<file path="src/rtl/pipe_hazard_ctrl_pkg.sv">
// Shared processor definitions: opcodes, pipeline-control states, stage-valid
// indices and the instruction decode helpers. The hazard controller and the
// EX-stage controller both import this package.
package pipe_hazard_ctrl_pkg;

    // Opcodes held in ir[3:0]. Codes that are not listed here (for example
    // nop = 10) neither read nor write a register and never branch.
    localparam logic [3:0] OP_LOAD  = 4'd0;
    localparam logic [3:0] OP_STOP  = 4'd1;
    localparam logic [3:0] OP_STORE = 4'd2;
    localparam logic [3:0] OP_ADD   = 4'd4;
    localparam logic [3:0] OP_BZ    = 4'd5;
    localparam logic [3:0] OP_SUB   = 4'd6;
    localparam logic [3:0] OP_NAND  = 4'd8;
    localparam logic [3:0] OP_BNZ   = 4'd9;
    localparam logic [3:0] OP_BPZ   = 4'd13;

    // shift and ori are matched on the low three bits only. ir[3] is part of
    // their immediate field.
    localparam logic [2:0] OP3_SHIFT = 3'd3;
    localparam logic [2:0] OP3_ORI   = 3'd7;

    // ori always reads and writes r1, whatever is in ir[7:6].
    localparam logic [1:0] ORI_REG = 2'd1;

    // Indices into the stage-valid vector.
    localparam int V_RF        = 0;
    localparam int V_EX        = 1;
    localparam int V_WB        = 2;
    localparam int NUM_STAGE_V = 3;

    typedef enum logic [2:0] {
        ST_RESET_FILL,
        ST_RUN,
        ST_STALL,
        ST_FLUSH,
        ST_HALT
    } pipe_state_e;

    // Reader-side view of an instruction, used for the one sitting in RF.
    typedef struct packed {
        logic       rd_src1;
        logic       rd_src2;
        logic [1:0] src1;
        logic [1:0] src2;
    } rd_dec_t;

    // Writer/control-side view of an instruction, used for the one in EX.
    typedef struct packed {
        logic       is_load;
        logic       is_stop;
        logic       alu_wr;
        logic       is_bz;
        logic       is_bnz;
        logic       is_bpz;
        logic [1:0] dest;
    } wr_dec_t;

    function automatic logic is_shift(input logic [3:0] op);
        return op[2:0] == OP3_SHIFT;
    endfunction

    function automatic logic is_ori(input logic [3:0] op);
        return op[2:0] == OP3_ORI;
    endfunction

    // Two-operand ALU ops of the form rA = rA op rB.
    function automatic logic is_alu2(input logic [3:0] op);
        return (op == OP_ADD) || (op == OP_SUB) || (op == OP_NAND);
    endfunction

    function automatic rd_dec_t decode_rd(input logic [7:0] ir);
        rd_dec_t d;
        d         = '0;
        // store reads src1 for its data and src2 for its address.
        d.rd_src1 = is_alu2(ir[3:0]) || (ir[3:0] == OP_STORE) ||
                    is_shift(ir[3:0]) || is_ori(ir[3:0]);
        // load reads only its address register. ir[7:6] is its destination.
        d.rd_src2 = is_alu2(ir[3:0]) || (ir[3:0] == OP_LOAD) ||
                    (ir[3:0] == OP_STORE);
        d.src1    = is_ori(ir[3:0]) ? ORI_REG : ir[7:6];
        d.src2    = ir[5:4];
        return d;
    endfunction

    function automatic wr_dec_t decode_wr(input logic [7:0] ir);
        wr_dec_t d;
        d         = '0;
        d.is_load = (ir[3:0] == OP_LOAD);
        d.is_stop = (ir[3:0] == OP_STOP);
        d.alu_wr  = is_alu2(ir[3:0]) || is_shift(ir[3:0]) || is_ori(ir[3:0]);
        d.is_bz   = (ir[3:0] == OP_BZ);
        d.is_bnz  = (ir[3:0] == OP_BNZ);
        d.is_bpz  = (ir[3:0] == OP_BPZ);
        // ALU writers target src1. load targets ir[7:6], which is the same field.
        d.dest    = is_ori(ir[3:0]) ? ORI_REG : ir[7:6];
        return d;
    endfunction

endpackage

</file>
<file path="src/rtl/pipe_hazard_ctrl_hazard_detect.sv">
// Combinational hazard detection between the RF-stage and EX-stage
// instructions: forwarding matches, load-use, branch resolution and stop.
module hazard_detect
    import pipe_hazard_ctrl_pkg::*;
(
    input  logic [7:0] ir2,
    input  logic [7:0] ir3,
    input  logic       v2,
    input  logic       v3,
    input  logic       flag_z,
    input  logic       flag_n,
    output logic       byp1_hit,
    output logic       byp2_hit,
    output logic       load_use,
    output logic       br_taken,
    output logic       stop_ex
);

    rd_dec_t rd2;
    wr_dec_t wr3;
    logic    src1_match;
    logic    src2_match;

    // Decode both stages and compare ir2's sources with ir3's destination.
    always_comb begin
        rd2        = decode_rd(ir2);
        wr3        = decode_wr(ir3);
        src1_match = rd2.rd_src1 && (rd2.src1 == wr3.dest);
        src2_match = rd2.rd_src2 && (rd2.src2 == wr3.dest);

        // ALUout forwarding only applies when a valid ALU writer is in EX.
        // Bubbles and loads never forward.
        byp1_hit = v3 && wr3.alu_wr && src1_match;
        byp2_hit = v3 && wr3.alu_wr && src2_match;

        load_use = v2 && v3 && wr3.is_load && (src1_match || src2_match);

        br_taken = v3 && ((wr3.is_bz  &&  flag_z) ||
                          (wr3.is_bnz && !flag_z) ||
                          (wr3.is_bpz && !flag_n));

        stop_ex  = v3 && wr3.is_stop;
    end

endmodule

</file>
<file path="src/rtl/pipe_hazard_ctrl.sv">
// Pipeline hazard controller: sequences fill, stall, flush and halt for a
// fetch/RF/EX/WB pipeline. It also drives the per-stage enables, the IR load
// strobes and the registered ALUout forwarding selects.
module pipe_hazard_ctrl
    import pipe_hazard_ctrl_pkg::*;
(
    input  logic       clock,
    input  logic       resetn,
    input  logic [7:0] ir2,
    input  logic [7:0] ir3,
    input  logic       flag_z,
    input  logic       flag_n,
    output logic       en_fetch,
    output logic       en_rf,
    output logic       en_exec,
    output logic       en_wb,
    output logic       ld_ir2,
    output logic       ld_ir3,
    output logic       bypass_ALU1,
    output logic       bypass_ALU2,
    output logic       pc_sel_branch,
    output logic       stall,
    output logic       flush,
    output logic       halted
);

    pipe_state_e            state_q, state_d;
    logic [NUM_STAGE_V-1:0] vld_q, vld_d;
    // Set for the single drain cycle between stop leaving EX and HALT.
    logic                   halt_pend_q, halt_pend_d;
    logic                   byp1_q, byp1_d;
    logic                   byp2_q, byp2_d;

    logic fetch_c, ld2_c, ld3_c, stall_c, flush_c;
    logic byp1_hit, byp2_hit, load_use, br_taken, stop_ex;

    hazard_detect u_hazard_detect (
        .ir2      (ir2),
        .ir3      (ir3),
        .v2       (vld_q[V_RF]),
        .v3       (vld_q[V_EX]),
        .flag_z   (flag_z),
        .flag_n   (flag_n),
        .byp1_hit (byp1_hit),
        .byp2_hit (byp2_hit),
        .load_use (load_use),
        .br_taken (br_taken),
        .stop_ex  (stop_ex)
    );

    // Next state, valid-bit shifting and per-cycle control strobes.
    // Priority: stop > taken branch > load-use stall. A stall is ignored in
    // the same cycle as a flush because the ir2 that caused it is discarded.
    always_comb begin
        state_d     = state_q;
        vld_d       = vld_q;
        halt_pend_d = halt_pend_q;
        fetch_c     = 1'b0;
        ld2_c       = 1'b0;
        ld3_c       = 1'b0;
        stall_c     = 1'b0;
        flush_c     = 1'b0;

        if (state_q == ST_HALT) begin
            vld_d = '0;
        end else if (halt_pend_q) begin
            // The stop finishes WB this cycle. Nothing new enters the pipeline.
            vld_d       = '0;
            halt_pend_d = 1'b0;
            state_d     = ST_HALT;
        end else begin
            fetch_c     = 1'b1;
            ld2_c       = 1'b1;
            ld3_c       = 1'b1;
            vld_d[V_RF] = 1'b1;
            vld_d[V_EX] = vld_q[V_RF];
            vld_d[V_WB] = vld_q[V_EX];

            if (stop_ex) begin
                fetch_c     = 1'b0;
                ld2_c       = 1'b0;
                ld3_c       = 1'b0;
                vld_d[V_RF] = 1'b0;
                vld_d[V_EX] = 1'b0;
                halt_pend_d = 1'b1;
                state_d     = ST_RUN;
            end else if (br_taken) begin
                // The wrong-path instructions now entering RF and EX become
                // bubbles. Fetch continues from the target.
                flush_c     = 1'b1;
                vld_d[V_RF] = 1'b0;
                vld_d[V_EX] = 1'b0;
                state_d     = ST_FLUSH;
            end else if (load_use) begin
                // Hold IR2/IR3 and the PC. One bubble is inserted into EX.
                stall_c     = 1'b1;
                fetch_c     = 1'b0;
                ld2_c       = 1'b0;
                ld3_c       = 1'b0;
                vld_d[V_RF] = vld_q[V_RF];
                vld_d[V_EX] = 1'b0;
                state_d     = ST_STALL;
            end else if ((state_q == ST_RESET_FILL) && !vld_q[V_RF]) begin
                state_d = ST_RESET_FILL;
            end else begin
                state_d = ST_RUN;
            end
        end

        // Forward only when ir2 actually advances into EX on this edge.
        byp1_d = ld3_c && byp1_hit;
        byp2_d = ld3_c && byp2_hit;
    end

    // State, valid bits and forwarding selects. Reset clears every bubble,
    // pending halt and bypass immediately.
    always_ff @(posedge clock or negedge resetn) begin
        if (!resetn) begin
            state_q     <= ST_RESET_FILL;
            vld_q       <= '0;
            halt_pend_q <= 1'b0;
            byp1_q      <= 1'b0;
            byp2_q      <= 1'b0;
        end else begin
            state_q     <= state_d;
            vld_q       <= vld_d;
            halt_pend_q <= halt_pend_d;
            byp1_q      <= byp1_d;
            byp2_q      <= byp2_d;
        end
    end

    // Fetch and IR loads are suppressed while resetn is low, so every
    // output is 0 during reset.
    always_comb begin
        en_fetch      = fetch_c && resetn;
        ld_ir2        = ld2_c && resetn;
        ld_ir3        = ld3_c && resetn;
        en_rf         = vld_q[V_RF];
        en_exec       = vld_q[V_EX];
        en_wb         = vld_q[V_WB];
        bypass_ALU1   = byp1_q;
        bypass_ALU2   = byp2_q;
        pc_sel_branch = flush_c;
        flush         = flush_c;
        stall         = stall_c;
        halted        = (state_q == ST_HALT);
    end

endmodule

</file>
<file path="config.mk">
export PLATFORM = sky130hd
export DESIGN_NAME = pipe_hazard_ctrl
export DESIGN_NICKNAME = d
export VERILOG_FILES = /design/src/rtl/pipe_hazard_ctrl_pkg.sv /design/src/rtl/pipe_hazard_ctrl_hazard_detect.sv /design/src/rtl/pipe_hazard_ctrl.sv
export SDC_FILE = /design/constraint.sdc
export NUM_CORES = 1
export LEC_CHECK = 0
export CAP_MARGIN = 40
export CELL_PAD_IN_SITES_DETAIL_PLACEMENT = 1
export CELL_PAD_IN_SITES_GLOBAL_PLACEMENT = 2
export CORE_MARGIN = 3
export CORE_UTILIZATION = 22
export CTS_CLUSTER_SIZE = 24
export DETAILED_ROUTE_END_ITERATION = 6
export PLACE_DENSITY = 0.9
export REMOVE_ABC_BUFFERS = 1
export SKIP_CTS_REPAIR_TIMING = 1
export SLEW_MARGIN = 30
export SYNTH_ARGS = -nofsm -noshare
export SYNTH_HDL_FRONTEND = slang
export SYNTH_SLANG_ARGS = --single-unit
</file>
<file path="constraint.sdc">
create_clock -name clock -period 2.75 [get_ports clock]
set_clock_uncertainty 0.2 [all_clocks]
set_input_delay 0.4125 -clock clock [delete_from_list [all_inputs] [get_ports clock]]
set_output_delay 0.4125 -clock clock [all_outputs]
set_load 0.01 [all_outputs]
</file>
==> out/results.ini, run 1 <==
[detailed_routing]
routed_via_density = 5.041
post_drt_wl_per_cell_microns = 14.53
vias = 736
drc = 0
dr.pass1.iters = 4
drt_iter0_drc = 24
wl_microns = 2121
antenna_left = 0

[clock_tree]
cts_tree = done
cts.path.max_buffers = 2
cts_num_sinks = 9
numCtsBuffers = 3
h-tree-depth = 1
cts_root_buffer = clkbuf_4
clk_latency_ps = 260
clkSlewWorstSetupHoldPaths_ps = 60

[floorplan]
rows = 19
ios = 32
die_h_microns = 61.16
start_util = 0.2366
die-area_sq_um = 3741
core_sq_um = 2829
die_w_microns = 61.16

[timing]
max_freq_mhz = 357.5
final_hold_viol_count = 0
setup_viol_count_final = 1
slew_violations = 0
fin_setup_tns_ps = -46.83
fin_crit_sh = 1.017
period_needed_ps = 2797
rsz0062_at_grt = true
tightest_slew_ps = 568.1
relSlewSlack = 0.6115
layout_setup_ws_ps = -46.83

[final_layout]
multi_input_area_sq_um = 462.9
final_area_sq_um = 1181
fin_nets = 136
n_antenna_cell = 0
final_core_util = 0.4175
fin_cells = 146
seq_area_sq_um = 225.2
drive_gt1_frac = 0.2957
syn_to_final_growth_pct = 76.45
filler_cell_count = 331

[global_route]
grt_pass1_vias = 743
grt_max_degree = 10
grt.overflow.total = 0
grt_pass1_wl_microns = 3215
grt_usage = 0.1132
antenna_found_initial = 0

[logic_synthesis]
synthArstFlopShare = 1.000
synthAdderAreaFrac = 0
synth_edf_count = 0
postSynthCellCount = 73
synth-simple-area-share = 0.3121
synth_cell_types = 37
synth_top_family_by_area = simple AND/OR/NAND/NOR gates
ys.flop_type = dfrtp_1
yosysWarnings = 0
synth_compound_area_frac = 0.2243
synthXorXnorAreaFrac = 0.01308
syn_area_sq_um = 669.4
yosys-mux-area-fraction = 0.04673
synth.ff_latch_count = 9
yosysSeqAreaShare = 0.3364
syn_avg_cell_area_sq_um = 9.170

[placement]
io_buffer_count = 29
post-place-cells = 140
gp_congestion = 0.7229
hpwl_microns = 1685
dpl-instance-area_sq_um = 1051

[setup_path]
path_max_fanout = 4
rrSetupSlack_ps = 570
cp-end-kind = output port
timing.rr.end = bypass_ALU1
cp-endpoint = en_fetch
critPathLaunch = ir3[2]
critical-path-max-stage-delay_ps = 470
crit_cells = 8
ff2ff_path_depth = 6
cp_common_cell = and3_4
path_cells = clkdlybuf4s50_1 -> and3_4 -> a21oi_1 -> nor3_2 -> o311ai_2 -> and3_4 -> buf_4 -> dlymetal6s2s_1
crit-reg2reg-launch = state_q[2]
crit_required_ps = 2140
cp_top_family = buffers and inverters
start_kind = primary input
cp.arrival_ps = 2180
worst_path_max_delay_cell = clkdlybuf4s50_1
path_buf_inv = 3
worst-setup-path-type = primary input to output port

[outcome]
violations = negative setup slack
status = finished with violations

[pwr]
powerDensity_nw_per_um2 = 268.1
leakagePower_nw = 0.6137
totalPowerFinal_w = 0.0003167
vdd_drop_max_uv = 114.2

[run]
cap_violations = 0

[min_path]
hp-class = primary input to async pin

## power breakdown
part	switching [W]	internal (W)	leakage, nW
combinational	0.0000369	0.0000438	0.478
sequential	0	0.000132	0.121
clock	0.0000476	0.0000560	0.0150
## final cells by class
cell class,count,share of cell area
multi-input combinational,56,0.3920
tap,31,0.03284
sequential,9,0.1907
clock buffer,4,0.02225
inverter,4,0.01271
timing repair buffer,42,0.3496
## registers in the layout, summed over array words and instances (netlist names)
name,count
state_q,3
bypass_ALU1,1
halt_pend_q,1
bypass_ALU2,1
vld_q,3
## layer usage
| metal | wire length (microns) | up-vias | global-route usage |
|---|---|---|---|
| li1 | - | 356 | - |
| met5 | 0 | - | 0 |
| met2 | 1133 | 22 | 0.2069 |
| met4 | 39 | 0 | 0.03715 |
| met1 | 854 | 354 | 0.1326 |
| met3 | 93 | 4 | 0.01887 |
## cell usage after synthesis, drive strengths merged, types with 3 or more instances
cell type,number,area share
nand2,4,0.022
and3,4,0.045
o21ai,4,0.030
buf,4,0.045
nor2,5,0.028
a21oi,3,0.022
inv,4,0.022
dfrtp,9,0.34
## stage by stage
step           hold slack [ps]  setup slack [ps]
2_1_floorplan           -83.09             503.0
3_3_place_gp             299.3            -452.2
3_5_place_dp             305.4            -610.8
4_1_cts                  264.3            -617.4
5_1_grt                  279.2            -160.8
6_report                 268.1            -46.83
## placed cells by master, fill, tap and decap left out, types with 2 or more instances in the layout
cell and n:
nand3_1 2, a2111oi_0 2, nand3b_1 2, nor2_1 4, and3_4 2, nand2_1 4
a21boi_0 2, and2_1 2, dfrtp_1 9, a21oi_1 3, mux2i_1 2, buf_4 13
clkdlybuf4s50_1 16, dlymetal6s2s_1 12, o21ai_0 3, inv_1 3, clkbuf_4 3, and3_1 2
## how the worst min path moves through the flow
stage                           start          end  slack (ps)  cells after the start
after floorplan                resetn  bypass_ALU1         -80                      0
after global routing           resetn     vld_q[2]         280                      2
after CTS                      resetn     vld_q[1]         260                      2
after detailed placement  halt_pend_q  halt_pend_q         310                      2
after global placement    halt_pend_q  halt_pend_q         300                      2
final                          resetn     vld_q[1]         270                      2
## worst register-to-register path: stages (launching register included)
cell	delay (ps)
dfrtp_1	370
nor3b_1	160
nor2_1	260
and2_1	220
buf_4	120
nand4b_1	130
a2111oi_0	560
## cells by family (layout without fill, tap and decap cells)
logic type      Yosys count  after routing
flops                     9              9
simple gates             33             33
xor+xnor                  1              1
buf+inv                   8             50
mux                       3              3
compound gates           19             19
Power figures use the tool's default switching activity.
==> run 2, diff against run 1 <==
Settings changed: CTS_CLUSTER_DIAMETER from default to 40.
==> results of run 2 <==
The final DEF is identical to that of run 1; final timing and power are the same.
==> run 3, diff against run 2 <==
Settings changed: CORE_UTILIZATION 22 to 20, PLACE_DENSITY 0.9 to 0.86.
Clock period 2.75 ns to 2.2 ns, I/O delays scaled along.
==> run 3 against run 2 <==
Effect of this change:
- the run still ends with negative setup slack left
- clock-buffer cell count unchanged
- sequential cell count unchanged
- power rose by 27%
- first-iteration DRC count shrank 67%
- routed wire length rose by 11%
- die area grew 9.0%
- final cell count grew 16%
- sequential power is 26% higher
- register-to-register slack lost 410 ps
- final area increased by 13%
- critical path type unchanged
- critical endpoint is now ld_ir2
- highest routed layer unchanged
==> out/results.ini, run 3 (same netlist as run 1, synthesis figures left out) <==
[pwr]
totalPowerFinal_w = 0.0004031  ; +27%
powerDensity_nw_per_um2 = 301.9  ; +13%
leakagePower_nw = 0.6639  ; +8.2%
vdd_drop_max_uv = 135.4  ; +19%

[timing]
tightest_slew_ps = 505.2  ; -62.88 ps
max_freq_mhz = 429.7
setup_viol_count_final = 4  ; +3
period_needed_ps = 2327
rsz0062_at_grt = true
fin_crit_sh = 1.058
relSlewSlack = 0.6545  ; +0.04300
slew_violations = 0  ; unchanged
layout_setup_ws_ps = -127.3  ; -80.46 ps
final_hold_viol_count = 0  ; unchanged

[floorplan]
die_h_microns = 63.85  ; +4.4%
ios = 32  ; unchanged
die-area_sq_um = 4077  ; +9.0%
core_sq_um = 3128  ; +11%
die_w_microns = 63.85  ; +4.4%
rows = 20  ; +1
start_util = 0.2140  ; -0.02262

[global_route]
grt.overflow.total = 0  ; unchanged
grt_pass1_vias = 847  ; +14%
grt_max_degree = 10  ; unchanged
grt_pass1_wl_microns = 3684  ; +15%
antenna_found_initial = 0  ; unchanged
grt_usage = 0.1130  ; -0.0002163

[final_layout]
seq_area_sq_um = 225.2  ; unchanged
top_regs = state_q x3, vld_q x3
fin_nets = 147  ; +8.1%
drive_gt1_frac = 0.4841  ; +0.1885
filler_cell_count = 367  ; +11%
mostFrequentLayoutCell = buf_4
n_antenna_cell = 0  ; unchanged
layout_common_cells = 23 x buf_4, 10 x dlymetal6s2s_1, 9 x dfrtp_1, 9 x clkdlybuf4s50_1, 7 x buf_6
multi_input_area_sq_um = 506.7  ; +9.5%
syn_to_final_growth_pct = 99.44
fin_cells = 170  ; +16%

[min_path]
hp-class = primary input to async pin

[setup_path]
cp.arrival_ps = 1800  ; -380 ps
path_max_fanout = 3  ; -1
start_kind = primary input
crit_required_ps = 1670  ; -470 ps
cp-end-kind = output port
worst-setup-path-type = primary input to output port

[detailed_routing]
vias = 771  ; +4.8%
antenna_left = 0  ; unchanged
drt_iter0_drc = 8  ; -67%
routed_via_density = 4.535  ; -10%
dr.pass1.iters = 3  ; -1
drc = 0  ; unchanged
post_drt_wl_per_cell_microns = 13.84  ; -4.8%
wl_microns = 2352  ; +11%

[clock_tree]
h-tree-depth = 1  ; unchanged
clkSlewWorstSetupHoldPaths_ps = 60  ; about the same
cts_root_buffer = clkbuf_4
cts.path.max_buffers = 2  ; unchanged
numCtsBuffers = 3  ; unchanged
clk_latency_ps = 260  ; about the same
cts_num_sinks = 9  ; unchanged
cts_tree = done

[run]
cap_violations = 0  ; unchanged

[outcome]
status = finished with violations
violations = negative setup slack

[placement]
post-place-cells = 162  ; +16%
hpwl_microns = 1819  ; +8.0%
io_buffer_count = 29  ; unchanged
gp_congestion = 0.7902  ; +9.3%

-- run 3: changes by cell type in the layout (fill, tap and decap cells not counted), sizes merged --
cell / delta
buf: +18
dlymetal6s2s: -2
clkdlybuf4s50: -7
clkbuf: +2
-- run 3: cell type report --
type                    instances  area share
repair buffers                 53      0.3796
multi-input cells              56      0.3796
clock buffers                   4     0.01968
well taps                      44     0.04124
inverters                       4     0.01125
flip-flops and latches          9      0.1687
-- run 3: worst max-delay path, stage by stage --
cell,delay (ps)
buf_8,100
xor2_2,170
o31ai_2,340
nor4bb_4,270
o311ai_2,170
and3_4,200
buf_6,110
buf_6,110
-- run 3: report_power, final --
group / total [W] / switching [W] / internal (W)
clock network: 0.000123 / 0.0000538 / 0.0000696
logic: 0.000114 / 0.0000500 / 0.0000641
registers: 0.000166 / 0 / 0.000166
total: 0.000403 / 0.000104 / 0.000299
-- run 3: worst paths after layout --
kind / depth (start not counted) / start / endpoint / slack (ps)
setup reg to reg: 7 / state_q[2] / bypass_ALU2 / 160
max in group asynchronous: 2 / resetn / state_q[1] / 1470
hold / removal: 2 / resetn / vld_q[0] / 190
min in group clock: 3 / ir2[0] / bypass_ALU2 / 200
setup / recovery: 8 / ir3[7] / ld_ir2 / -130
hold reg to reg: 2 / halt_pend_q / halt_pend_q / 330
-- run 3: per-stage QoR --
stage	cell area (sq um)	setup slack [ps]	hold WS (ps)	setup TNS [ps]	utilization
after floorplan	639.4	74.46	-165.6	0	-
after global placement	1135	-878.9	295.0	-5379	0.3628
after detailed placement	1135	-1026	312.4	-6207	0.3628
after CTS	1161	-1026	182.8	-5138	0.3712
after global routing	1335	-214.3	201.0	-741.5	0.4268
final	1335	-127.3	191.5	-379.9	0.4268
-- run 3: routing by layer --
metal  part of all wire  vias up  global-route usage
li1                   -      376                   -
met1               0.39      371              0.1171
met2               0.54       20              0.2142
met3              0.049        4             0.01933
met4              0.019        0             0.05660
met5                  0        -                   0
